File: src/rtl/dm_slot_allocator.sv
// rtl/dm_slot_allocator.sv - round-robin multi-channel fixed-size slot allocator with checked frees and flush
// Optional stats (hwm_cnt, alloc_total) enabled by defining DM_SLOT_ALLOC_STATS_EN.
module dm_slot_allocator #(
    parameter int                NUM_CH     = 2,
    parameter int                NUM_SLOTS  = 16,
    parameter int                ADDR_W     = 64,
    parameter logic [ADDR_W-1:0] BASE_ADDR  = 'h1,
    parameter int                SLOT_BYTES = 1
) (
    input  logic                               i_clock,
    input  logic                               i_reset_n,
    input  logic [NUM_CH-1:0]                  i_alloc_req,
    output logic [NUM_CH-1:0]                  o_alloc_ack,
    output logic [NUM_CH*ADDR_W-1:0]           o_alloc_addr,
    input  logic                               i_free_valid,
    input  logic [ADDR_W-1:0]                  i_free_addr,
    output logic                               o_free_err,
    input  logic                               i_flush,
    output logic                               o_full,
    output logic                               o_empty,
    output logic [$clog2(NUM_SLOTS+1)-1:0]     o_used_cnt,
    output logic [$clog2(NUM_SLOTS+1)-1:0]     o_hwm_cnt,
    output logic [31:0]                        o_alloc_total
);

    localparam int CNT_W = $clog2(NUM_SLOTS + 1);
    localparam int IDX_W = (NUM_SLOTS > 1) ? $clog2(NUM_SLOTS) : 1;
    localparam int CH_W  = (NUM_CH > 1) ? $clog2(NUM_CH) : 1;
    localparam int SHIFT = $clog2(SLOT_BYTES);
    localparam logic [ADDR_W-1:0] LP_MASK  = ADDR_W'(SLOT_BYTES - 1);
    localparam logic [ADDR_W-1:0] LP_SLOTS = ADDR_W'(NUM_SLOTS);

    typedef enum logic {
        ST_RUN   = 1'b0,
        ST_FLUSH = 1'b1
    } state_t;

    state_t                    r_state;
    state_t                    w_state_next;
    logic [NUM_SLOTS-1:0]      r_used;
    logic [NUM_SLOTS-1:0]      w_used_next;
    logic [NUM_CH-1:0]         r_ack;
    logic [NUM_CH*ADDR_W-1:0]  r_addr;
    logic                      r_free_err;
    logic [CNT_W-1:0]          r_used_cnt;
    logic [CNT_W-1:0]          w_cnt_next;
    logic [CH_W-1:0]           r_rr_ptr;

    logic                      w_run;
    logic                      w_flush_entry;
    logic [NUM_CH-1:0]         w_elig;
    logic                      w_grant_vld;
    logic [CH_W-1:0]           w_grant_ch;
    logic                      w_slot_vld;
    logic [IDX_W-1:0]          w_slot_idx;
    logic                      w_do_grant;
    logic [ADDR_W-1:0]         w_grant_addr;
    logic [ADDR_W-1:0]         w_free_off;
    logic [ADDR_W-1:0]         w_free_slot;
    logic                      w_free_legal;
    logic                      w_do_free;

    always_ff @(posedge i_clock or negedge i_reset_n) begin
        if (!i_reset_n) begin
            r_state <= ST_RUN;
        end else begin
            r_state <= w_state_next;
        end
    end

    always_comb begin
        w_state_next = r_state;
        case (r_state)
            ST_RUN:   if (i_flush)  w_state_next = ST_FLUSH;
            ST_FLUSH: if (!i_flush) w_state_next = ST_RUN;
            default:  w_state_next = ST_RUN;
        endcase
    end

    // The flush edge itself blocks grants and frees so the cleared bitmap stays consistent.
    assign w_run         = (r_state == ST_RUN) && !i_flush;
    assign w_flush_entry = (r_state == ST_RUN) && i_flush;

    assign w_elig = i_alloc_req & ~r_ack;

    always_comb begin
        w_grant_vld = 1'b0;
        w_grant_ch  = '0;
        for (int k = 0; k < NUM_CH; k++) begin
            if (!w_grant_vld && w_elig[(int'(r_rr_ptr) + k) % NUM_CH]) begin
                w_grant_vld = 1'b1;
                w_grant_ch  = CH_W'((int'(r_rr_ptr) + k) % NUM_CH);
            end
        end
    end

    always_comb begin
        w_slot_vld = 1'b0;
        w_slot_idx = '0;
        for (int i = 0; i < NUM_SLOTS; i++) begin
            if (!w_slot_vld && !r_used[i]) begin
                w_slot_vld = 1'b1;
                w_slot_idx = IDX_W'(i);
            end
        end
    end

    assign w_do_grant   = w_run && !o_full && w_grant_vld && w_slot_vld;
    assign w_grant_addr = BASE_ADDR + (ADDR_W'(w_slot_idx) << SHIFT);

    // Legality is judged on the pre-grant bitmap, so freeing a slot granted this edge is rejected.
    assign w_free_off   = i_free_addr - BASE_ADDR;
    assign w_free_slot  = w_free_off >> SHIFT;
    assign w_free_legal = (i_free_addr >= BASE_ADDR)
                       && ((w_free_off & LP_MASK) == '0)
                       && (w_free_slot < LP_SLOTS)
                       && r_used[w_free_slot[IDX_W-1:0]];
    assign w_do_free    = i_free_valid && w_run && w_free_legal;

    always_comb begin
        w_used_next = r_used;
        if (w_flush_entry) begin
            w_used_next = '0;
        end else begin
            if (w_do_grant) w_used_next[w_slot_idx] = 1'b1;
            if (w_do_free)  w_used_next[w_free_slot[IDX_W-1:0]] = 1'b0;
        end
    end

    always_comb begin
        w_cnt_next = r_used_cnt;
        if (w_flush_entry) begin
            w_cnt_next = '0;
        end else begin
            w_cnt_next = r_used_cnt + CNT_W'(w_do_grant) - CNT_W'(w_do_free);
        end
    end

    always_ff @(posedge i_clock or negedge i_reset_n) begin
        if (!i_reset_n) begin
            r_used     <= '0;
            r_used_cnt <= '0;
            r_ack      <= '0;
            r_addr     <= '0;
            r_free_err <= 1'b0;
            r_rr_ptr   <= '0;
        end else begin
            r_used     <= w_used_next;
            r_used_cnt <= w_cnt_next;
            r_free_err <= i_free_valid && w_run && !w_free_legal;
            r_ack      <= '0;
            for (int c = 0; c < NUM_CH; c++) begin
                if (w_do_grant && (w_grant_ch == CH_W'(c))) begin
                    r_ack[c]                    <= 1'b1;
                    r_addr[c*ADDR_W +: ADDR_W]  <= w_grant_addr;
                end
            end
            if (w_do_grant) begin
                r_rr_ptr <= (w_grant_ch == CH_W'(NUM_CH - 1)) ? '0 : w_grant_ch + 1'b1;
            end
        end
    end

    assign o_alloc_ack  = r_ack;
    assign o_alloc_addr = r_addr;
    assign o_free_err   = r_free_err;
    assign o_used_cnt   = r_used_cnt;
    assign o_full       = (r_used_cnt == CNT_W'(NUM_SLOTS));
    assign o_empty      = (r_used_cnt == '0);

`ifdef DM_SLOT_ALLOC_STATS_EN
    logic [CNT_W-1:0] r_hwm;
    logic [31:0]      r_total;

    // High-water mark survives flush; only reset clears it.
    always_ff @(posedge i_clock or negedge i_reset_n) begin
        if (!i_reset_n) begin
            r_hwm   <= '0;
            r_total <= '0;
        end else begin
            if (w_cnt_next > r_hwm) r_hwm <= w_cnt_next;
            if (w_do_grant)         r_total <= r_total + 32'd1;
        end
    end

    assign o_hwm_cnt     = r_hwm;
    assign o_alloc_total = r_total;
`else
    assign o_hwm_cnt     = '0;
    assign o_alloc_total = '0;
`endif

endmodule

File: config.mk
export PLATFORM = sky130hd
export DESIGN_NAME = dm_slot_allocator
export DESIGN_NICKNAME = d
export VERILOG_FILES = /design/src/rtl/dm_slot_allocator.sv
export SDC_FILE = /design/constraint.sdc
export NUM_CORES = 1
export LEC_CHECK = 0
export ABC_AREA = 1
export CORE_ASPECT_RATIO = 1.4
export CORE_MARGIN = 5
export CORE_UTILIZATION = 45
export CTS_CLUSTER_DIAMETER = 80
export CTS_CLUSTER_SIZE = 20
export DETAILED_ROUTE_END_ITERATION = 8
export PLACE_DENSITY = 0.82
export SLEW_MARGIN = 20
export SYNTH_ARGS = -nofsm -noshare
export SYNTH_HDL_FRONTEND = slang
export SYNTH_SLANG_ARGS = --single-unit
File: constraint.sdc
create_clock -name i_clock -period 6.58 [get_ports i_clock]
set_input_delay 1.974 -clock i_clock [delete_from_list [all_inputs] [get_ports i_clock]]
set_output_delay 1.974 -clock i_clock [all_outputs]
set_load 0.03 [all_outputs]
==> out/qor.txt, run 1 <==
status - finished clean
Setup Buffers After CTS - 0
placed cells - 1,473
Post-route DRC - 0
Area Overhead vs Synth - 11.65%
fmax - 165.4 MHz
CTS resizes - 0
largest family of logic cells by synthesized area - simple AND/OR/NAND/NOR gates
total CTS buffers - 5
Nets - 1,377
ys async rst share - 100.0%
maxcap violations - 0
synth warn - 0
Slew HR - 45.99%
Post-Synth XOR/XNOR Area - 1.353%
prevailing post-synth register cell - dfrtp_1
HPWL after detailed placement - 20,620 um
Synth cell types - 38
Die ar. - 16,920 um2
GPL Wtd Cong - 1.116
post-synthesis mux area share - 0%
Crit-path slowest cell - clkdlybuf4s50_1
Placeable Area - 14,310 um2
clk root buf - clkbuf_16
Reg power frac - 24.9%
Cell Count, Final, Fillers Out - 1,481
CTS Buffer Depth - 2
Critical Path End Type - flip-flop
wire per inst - 16.27 um
Max FO, Critical Path - 10
Worst EP required - 6.75 ns
number of global-route vias before repair - 7,039
post-synthesis sequential area ratio - 13.92%
Worst-Margin Slew - 0.7997 ns
largest net degree at the start of global routing - 37
Critical Path Source Type - input pin
Post-synth EDFFs - 0
hold buffer count at CTS - 0
CP Class - in2reg
Synth Register Bits - 36
GR Overflow Total - 0
Die X - 111.4 um
Post-Synth Simple-Gate Area - 49.11%
die height - 151.9 um
clk_skew - 0.003610 ns
syn avg cell area - 5.440 um2
clk_lat worst skew - 0.28 ns
Setup Viol. Count Final - 0
Filler Cell Count - 1,554
share of layout cells above drive strength 1 - 4.334%
internal power - 0.6191 mW
minimum clock period - 6.048 ns
Initial Utilization - 45.23%
cell seen most often among critical-path stages - nor2_1
first-pass GRT wire length - 36,560 um
Synth Area in Compound Gates - 6.378%
antenna violations before repair - 0
Fin. Hold Viols - 0
Hold Path Class - reg2reg
Detailed Route Iter0 Violations - 502
Final period util - 91.91%
clock share of power - 23.6%
RSZ-0062 raised after global routing - no
Sw Share - 45.72%
GR Util All Layers - 27.29%
Routed WL - 24,100 um
Synth Cell Area - 6474 um2
Synth Area in Adders - 3.208%
Pre-antenna DRT Iters - 6
Combinational Power Share - 51.5%
worst vdd rail ir drop - 0.0002701 V
via count - 7,267
IO buf count - 89
worst stage delay on the critical path - 0.50 ns
synthesized instance count - 1,190
CTS tree - built
H-tree levels - 2
net switching power - 0.5215 mW
Final Max Tran Viols - 0
Post-Route Setup TNS - 0 ns
Core Rows - 52
WP data arrival - 6.21 ns
num ports - 245
Detail Route Antenna Nets - 0
clk sink count - 36
power density over cell area - 157.8 nW/um2
Vias/cell - 4.907
Clock transition at path regs - 0.05 ns
ant diodes - 0
Leak - 3.479 nW
==> flip-flops by register name (all words and copies together) (netlist names) <==
signal	cells
r_used	16
o_free_err	1
o_alloc_ack	2
r_state	1
o_alloc_addr	10
r_rr_ptr	1
o_used_cnt	5
==> per-stage QoR <==
step / utilization (%) / total power [mW] / cell area [um2] / setup WS [ns] / hold slack (ns)
6_report: 50.50 / 1.141 / 7228 / 0.5322 / 0.4873
5_1_grt: 50.50 / 1.209 / 7228 / 0.1541 / 0.5067
4_1_cts: 50.50 / 1.139 / 7228 / 0.5959 / 0.4946
3_5_place_dp: 49.35 / 0.8607 / 7064 / 0.3186 / 0.4788
3_3_place_gp: 49.35 / 0.8567 / 7064 / 0.4289 / 0.4647
2_1_floorplan: - / 0.7322 / 7052 / 1.548 / 0.4450
==> layout make-up <==
cell class              count  area [um2]  area share [%]
inverters                 133       499.2           6.907
multi-input cells        1017        4469           61.83
clock buffers               6       128.9           1.783
repair buffers             98       958.4           13.26
clock inverters             2       35.03          0.4847
flip-flops and latches     36       900.9           12.46
well taps                 189       236.5           3.272
==> cell usage after synthesis (5+ instances only) <==
library cell | instances | area (um2)
a21oi_1 | 12 | 60.06
buf_4 | 155 | 1164
dfrtp_1 | 36 | 900.9
ha_1 | 15 | 187.7
inv_1 | 127 | 476.7
inv_2 | 6 | 22.52
nand2_1 | 355 | 1333
nand3_1 | 65 | 325.3
nand3b_1 | 15 | 112.6
nand4_1 | 14 | 87.58
nor2_1 | 293 | 1100
nor2_2 | 9 | 56.30
o21ai_0 | 26 | 130.1
o21bai_2 | 10 | 112.6
or2_2 | 5 | 31.28
xor2_1 | 6 | 52.55
==> critical path, delay by kind of cell <==
family                   cells  cell delay [ns]
AND/OR/NAND/NOR             16             2.14
adder cells (fa/ha/maj)      4             1.02
buffers and inverters        5             0.88
XOR/XNOR                     1             0.13
AO/OA/AOI/OAI                1             0.07
==> metal layers <==
layer | track usage, % | part of all wire, %
met1 | 26.50 | 33
met2 | 49.93 | 49
met3 | 3.780 | 7.4
met4 | 23.25 | 9.8
met5 | 0 | 0
==> logic make-up (layout without fill, tap and decap cells) <==
group | count (synthesis) | in the layout
buf+inv | 291 | 239
xor+xnor | 10 | 10
compound gates | 63 | 63
other cells | 1 | 155
simple gates | 773 | 773
fa+ha+maj | 16 | 16
flops | 36 | 36
==> power groups by stage <==
stage	sequential (mW)	combinational [mW]	clock [mW]
after global routing	0.290	0.637	0.282
final	0.284	0.587	0.269
after global placement	0.287	0.570	0
after CTS	0.284	0.580	0.275
after floorplan	0.334	0.398	0
after detailed placement	0.287	0.573	0
==> cells in the final DEF (no fill, tap or decap), drive strengths merged, types with 2 or more instances in the layout <==
master	Yosys	routed
nand2	359	359
nor2	306	306
conb	1	155
inv	133	133
clkdlybuf4s50	0	89
nand3	66	66
dfrtp	36	36
o21ai	29	29
nand3b	15	15
ha	15	15
nand4	15	15
o21bai	14	14
a21oi	12	12
buf	156	9
xor2	6	6
clkbuf	2	6
or2	5	5
xnor2	4	4
nor3	3	3
nor4	2	2
o41ai	2	2
==> path summary, 6_finish.rpt <==
path,from,end,slack (ns),cells past startpoint
setup reg to reg,r_used[0],o_used_cnt[4],3.06,21
hold reg to reg,o_alloc_addr[0],o_alloc_addr[0],0.49,2
max in group asynchronous,i_reset_n,r_used[0],4.12,2
hold / removal,o_alloc_addr[0],o_alloc_addr[0],0.49,2
min in group asynchronous,i_reset_n,o_alloc_addr[65],2.11,2
setup / recovery,i_free_addr[1],o_used_cnt[4],0.53,27
Power figures use the tool's default switching activity.
==> run 2: changes to the inputs <==
--- a/config.mk
+++ b/config.mk
@@ -12,7 +12,8 @@
 export CTS_CLUSTER_DIAMETER = 80
 export CTS_CLUSTER_SIZE = 20
 export DETAILED_ROUTE_END_ITERATION = 8
-export PLACE_DENSITY = 0.82
+export DONT_BUFFER_PORTS = 1
+export PLACE_DENSITY = 0.6
 export SLEW_MARGIN = 20
 export SYNTH_ARGS = -nofsm -noshare
 export SYNTH_HDL_FRONTEND = slang
==> out/qor.txt, run 2 (synthesis gave the netlist of run 1 again) <==
Die X - 111.4 um (unchanged)
Post-route DRC - 0 (unchanged)
Tot Pwr - 0.9676 mW (was 1.141 mW)
Worst EP required - 6.76 ns (was 6.75 ns)
Filler Cell Count - 1,689 (was 1,554)
minimum clock period - 5.298 ns (was 6.048 ns)
flip-flop count of the largest register after layout - 16 (unchanged)
Placeable Area - 14,310 um2 (unchanged)
RSZ-0062 raised after global routing - no (unchanged)
power density over cell area - 154.1 nW/um2 (was 157.8 nW/um2)
Slew HR - 44.07% (was 45.99%)
antenna violations before repair - 0 (unchanged)
dpl ws - 1.001 ns (was 0.3186 ns)
H-tree levels - 2 (unchanged)
Core Rows - 52 (unchanged)
WP data arrival - 5.47 ns (was 6.21 ns)
CTS tree - built (unchanged)
CTS Buffer Depth - 2 (unchanged)
via count - 6,784 (was 7,267)
Detailed Route Iter0 Violations - 364 (was 502)
status - finished clean (unchanged)
fmax - 188.7 MHz (was 165.4 MHz)
Reg power frac - 35.2% (was 24.9%)
clk sink count - 36 (unchanged)
hold buffer count at CTS - 0 (unchanged)
Leak - 3.093 nW (was 3.479 nW)
Post-Route Setup TNS - 0 ns (unchanged)
met1 usage - 25.33% (was 26.50%)
num ports - 245 (unchanged)
Detail Route Antenna Nets - 0 (unchanged)
wire per inst - 16.12 um (was 16.27 um)
most frequent cells in the layout - nand2_1, nor2_1, conb_1 (unchanged)
Final Util - 43.85% (was 50.50%)
total CTS buffers - 5 (unchanged)
net switching power - 0.4768 mW (was 0.5215 mW)
Setup Buffers After CTS - 0 (unchanged)
ant diodes - 0 (unchanged)
Nets - 1,282 (was 1,377)
GR Util All Layers - 25.66% (was 27.29%)
global-route track usage on met3 - 3.303% (was 3.780%)
clk root buf - clkbuf_16 (unchanged)
maxcap violations - 0 (unchanged)
Final period util - 80.52% (was 91.91%)
GPL Wtd Cong - 1.097 (was 1.116)
Clock transition at path regs - 0.06 ns (was 0.05 ns)
Largest Register - r_used (unchanged)
Area Overhead vs Synth - -3.034% (was 11.65%)
GRT busiest layer - met2 (unchanged)
worst vdd rail ir drop - 0.0002244 V (was 0.0002701 V)
IO buf count - 0 (was 89)
clk_skew - 0.004076 ns (was 0.003610 ns)
Sw Share - 49.28% (was 45.72%)
Worst-Margin Slew - 0.8281 ns (was 0.7997 ns)
Routed WL - 22,340 um (was 24,100 um)
Max FO, Critical Path - 15 (was 10)
clock share of power - 25.2% (was 23.6%)
Final Max Tran Viols - 0 (unchanged)
clk_lat worst skew - 0.29 ns (was 0.28 ns)
met2 usage - 47.37% (was 49.93%)
CP Class - in2reg (unchanged)
Hold Path Class - reg2reg (unchanged)
Setup WS post-layout - 1.282 ns (was 0.5322 ns)
Setup Viol. Count Final - 0 (unchanged)
share of layout cells above drive strength 1 - 4.261% (was 4.334%)
CTS resizes - 0 (unchanged)
HPWL after detailed placement - 19,640 um (was 20,620 um)
Die ar. - 16,920 um2 (unchanged)
internal power - 0.4908 mW (was 0.6191 mW)
Initial Utilization - 45.23% (unchanged)
first-pass GRT wire length - 34,730 um (was 36,560 um)
Combinational Power Share - 39.6% (was 51.5%)
Fin. Hold Viols - 0 (unchanged)
die height - 151.9 um (unchanged)
commonest non-fill, non-tap cell in the layout - nand2_1 (unchanged)
Critical Path Source Type - input pin (unchanged)
GR Overflow Total - 0 (unchanged)
largest net degree at the start of global routing - 37 (unchanged)
Critical Path End Type - flip-flop (unchanged)
Vias/cell - 4.895 (was 4.907)
number of global-route vias before repair - 6,615 (was 7,039)
Pre-antenna DRT Iters - 5 (was 6)
==> run 2: cell type report <==
| class | count | area [um2] | share of cell area [%] |
|---|---|---|---|
| Timing Repair Buffer | 3 | 22.52 | 0.3588 |
| Inverter | 133 | 499.2 | 7.953 |
| Sequential cell | 36 | 900.9 | 14.35 |
| Clock buffer | 5 | 125.1 | 1.993 |
| Clock inverter | 3 | 23.77 | 0.3787 |
| Multi-Input combinational cell | 1017 | 4469 | 71.20 |
| Tap cell | 189 | 236.5 | 3.767 |
==> run 2: power by group through the flow <==
| stage | combinational (mW) | clock, mW | sequential (mW) |
|---|---|---|---|
| after floorplan | 0.398 | 0 | 0.334 |
| after global placement | 0.379 | 0 | 0.346 |
| after detailed placement | 0.379 | 0 | 0.345 |
| after CTS | 0.380 | 0.247 | 0.342 |
| after global routing | 0.433 | 0.258 | 0.347 |
| final | 0.383 | 0.244 | 0.341 |
==> run 2: worst paths after layout <==
kind / cells after the start / startpoint / to / slack [ns]
worst max register to register: 21 / r_used[3] / o_used_cnt[4] / 3.22
worst max-delay path: 25 / i_free_addr[0] / o_used_cnt[4] / 1.28
worst min register to register: 2 / r_rr_ptr / r_rr_ptr / 0.50
min in group asynchronous: 0 / i_reset_n / r_used[11] / 1.37
worst min-delay path: 2 / r_rr_ptr / r_rr_ptr / 0.50
max in group asynchronous: 0 / i_reset_n / o_used_cnt[1] / 5.13
==> run 2: critical path, cell delays in order <==
cell and delay (ns):
inv_2 0.15, ha_1 0.29, nand2_1 0.15, nor2_4 0.27, nand3_1 0.13, xor2_1 0.25, nand2_1 0.08, nor2_1 0.19
nand3_1 0.10, nor2_1 0.09, nand2_1 0.07, nor2_1 0.20, nand2_1 0.07, nor2_1 0.14, ha_1 0.25, inv_1 0.05
ha_1 0.13, inv_1 0.06, fa_1 0.35, inv_1 0.09, a21oi_1 0.07, nor2_1 0.08, nor2_1 0.05, xor2_1 0.13
nor2_1 0.05
==> run 2: metal layers <==
layer / part of all wire [%] / wire length (um)
met1: 33 / 7430
met2: 51 / 11430
met3: 6.3 / 1402
met4: 9.3 / 2079
met5: 0 / 0
==> run 2: per-stage QoR <==
stage | std cells | hold slack [ns] | instance area, um2
after floorplan | 1344 | 0.4450 | 7052
after global placement | 1378 | 0.4733 | 6128
after detailed placement | 1378 | 0.4801 | 6128
after CTS | 1386 | 0.4945 | 6277
after global routing | 1386 | 0.5538 | 6277
final | 1386 | 0.5028 | 6277
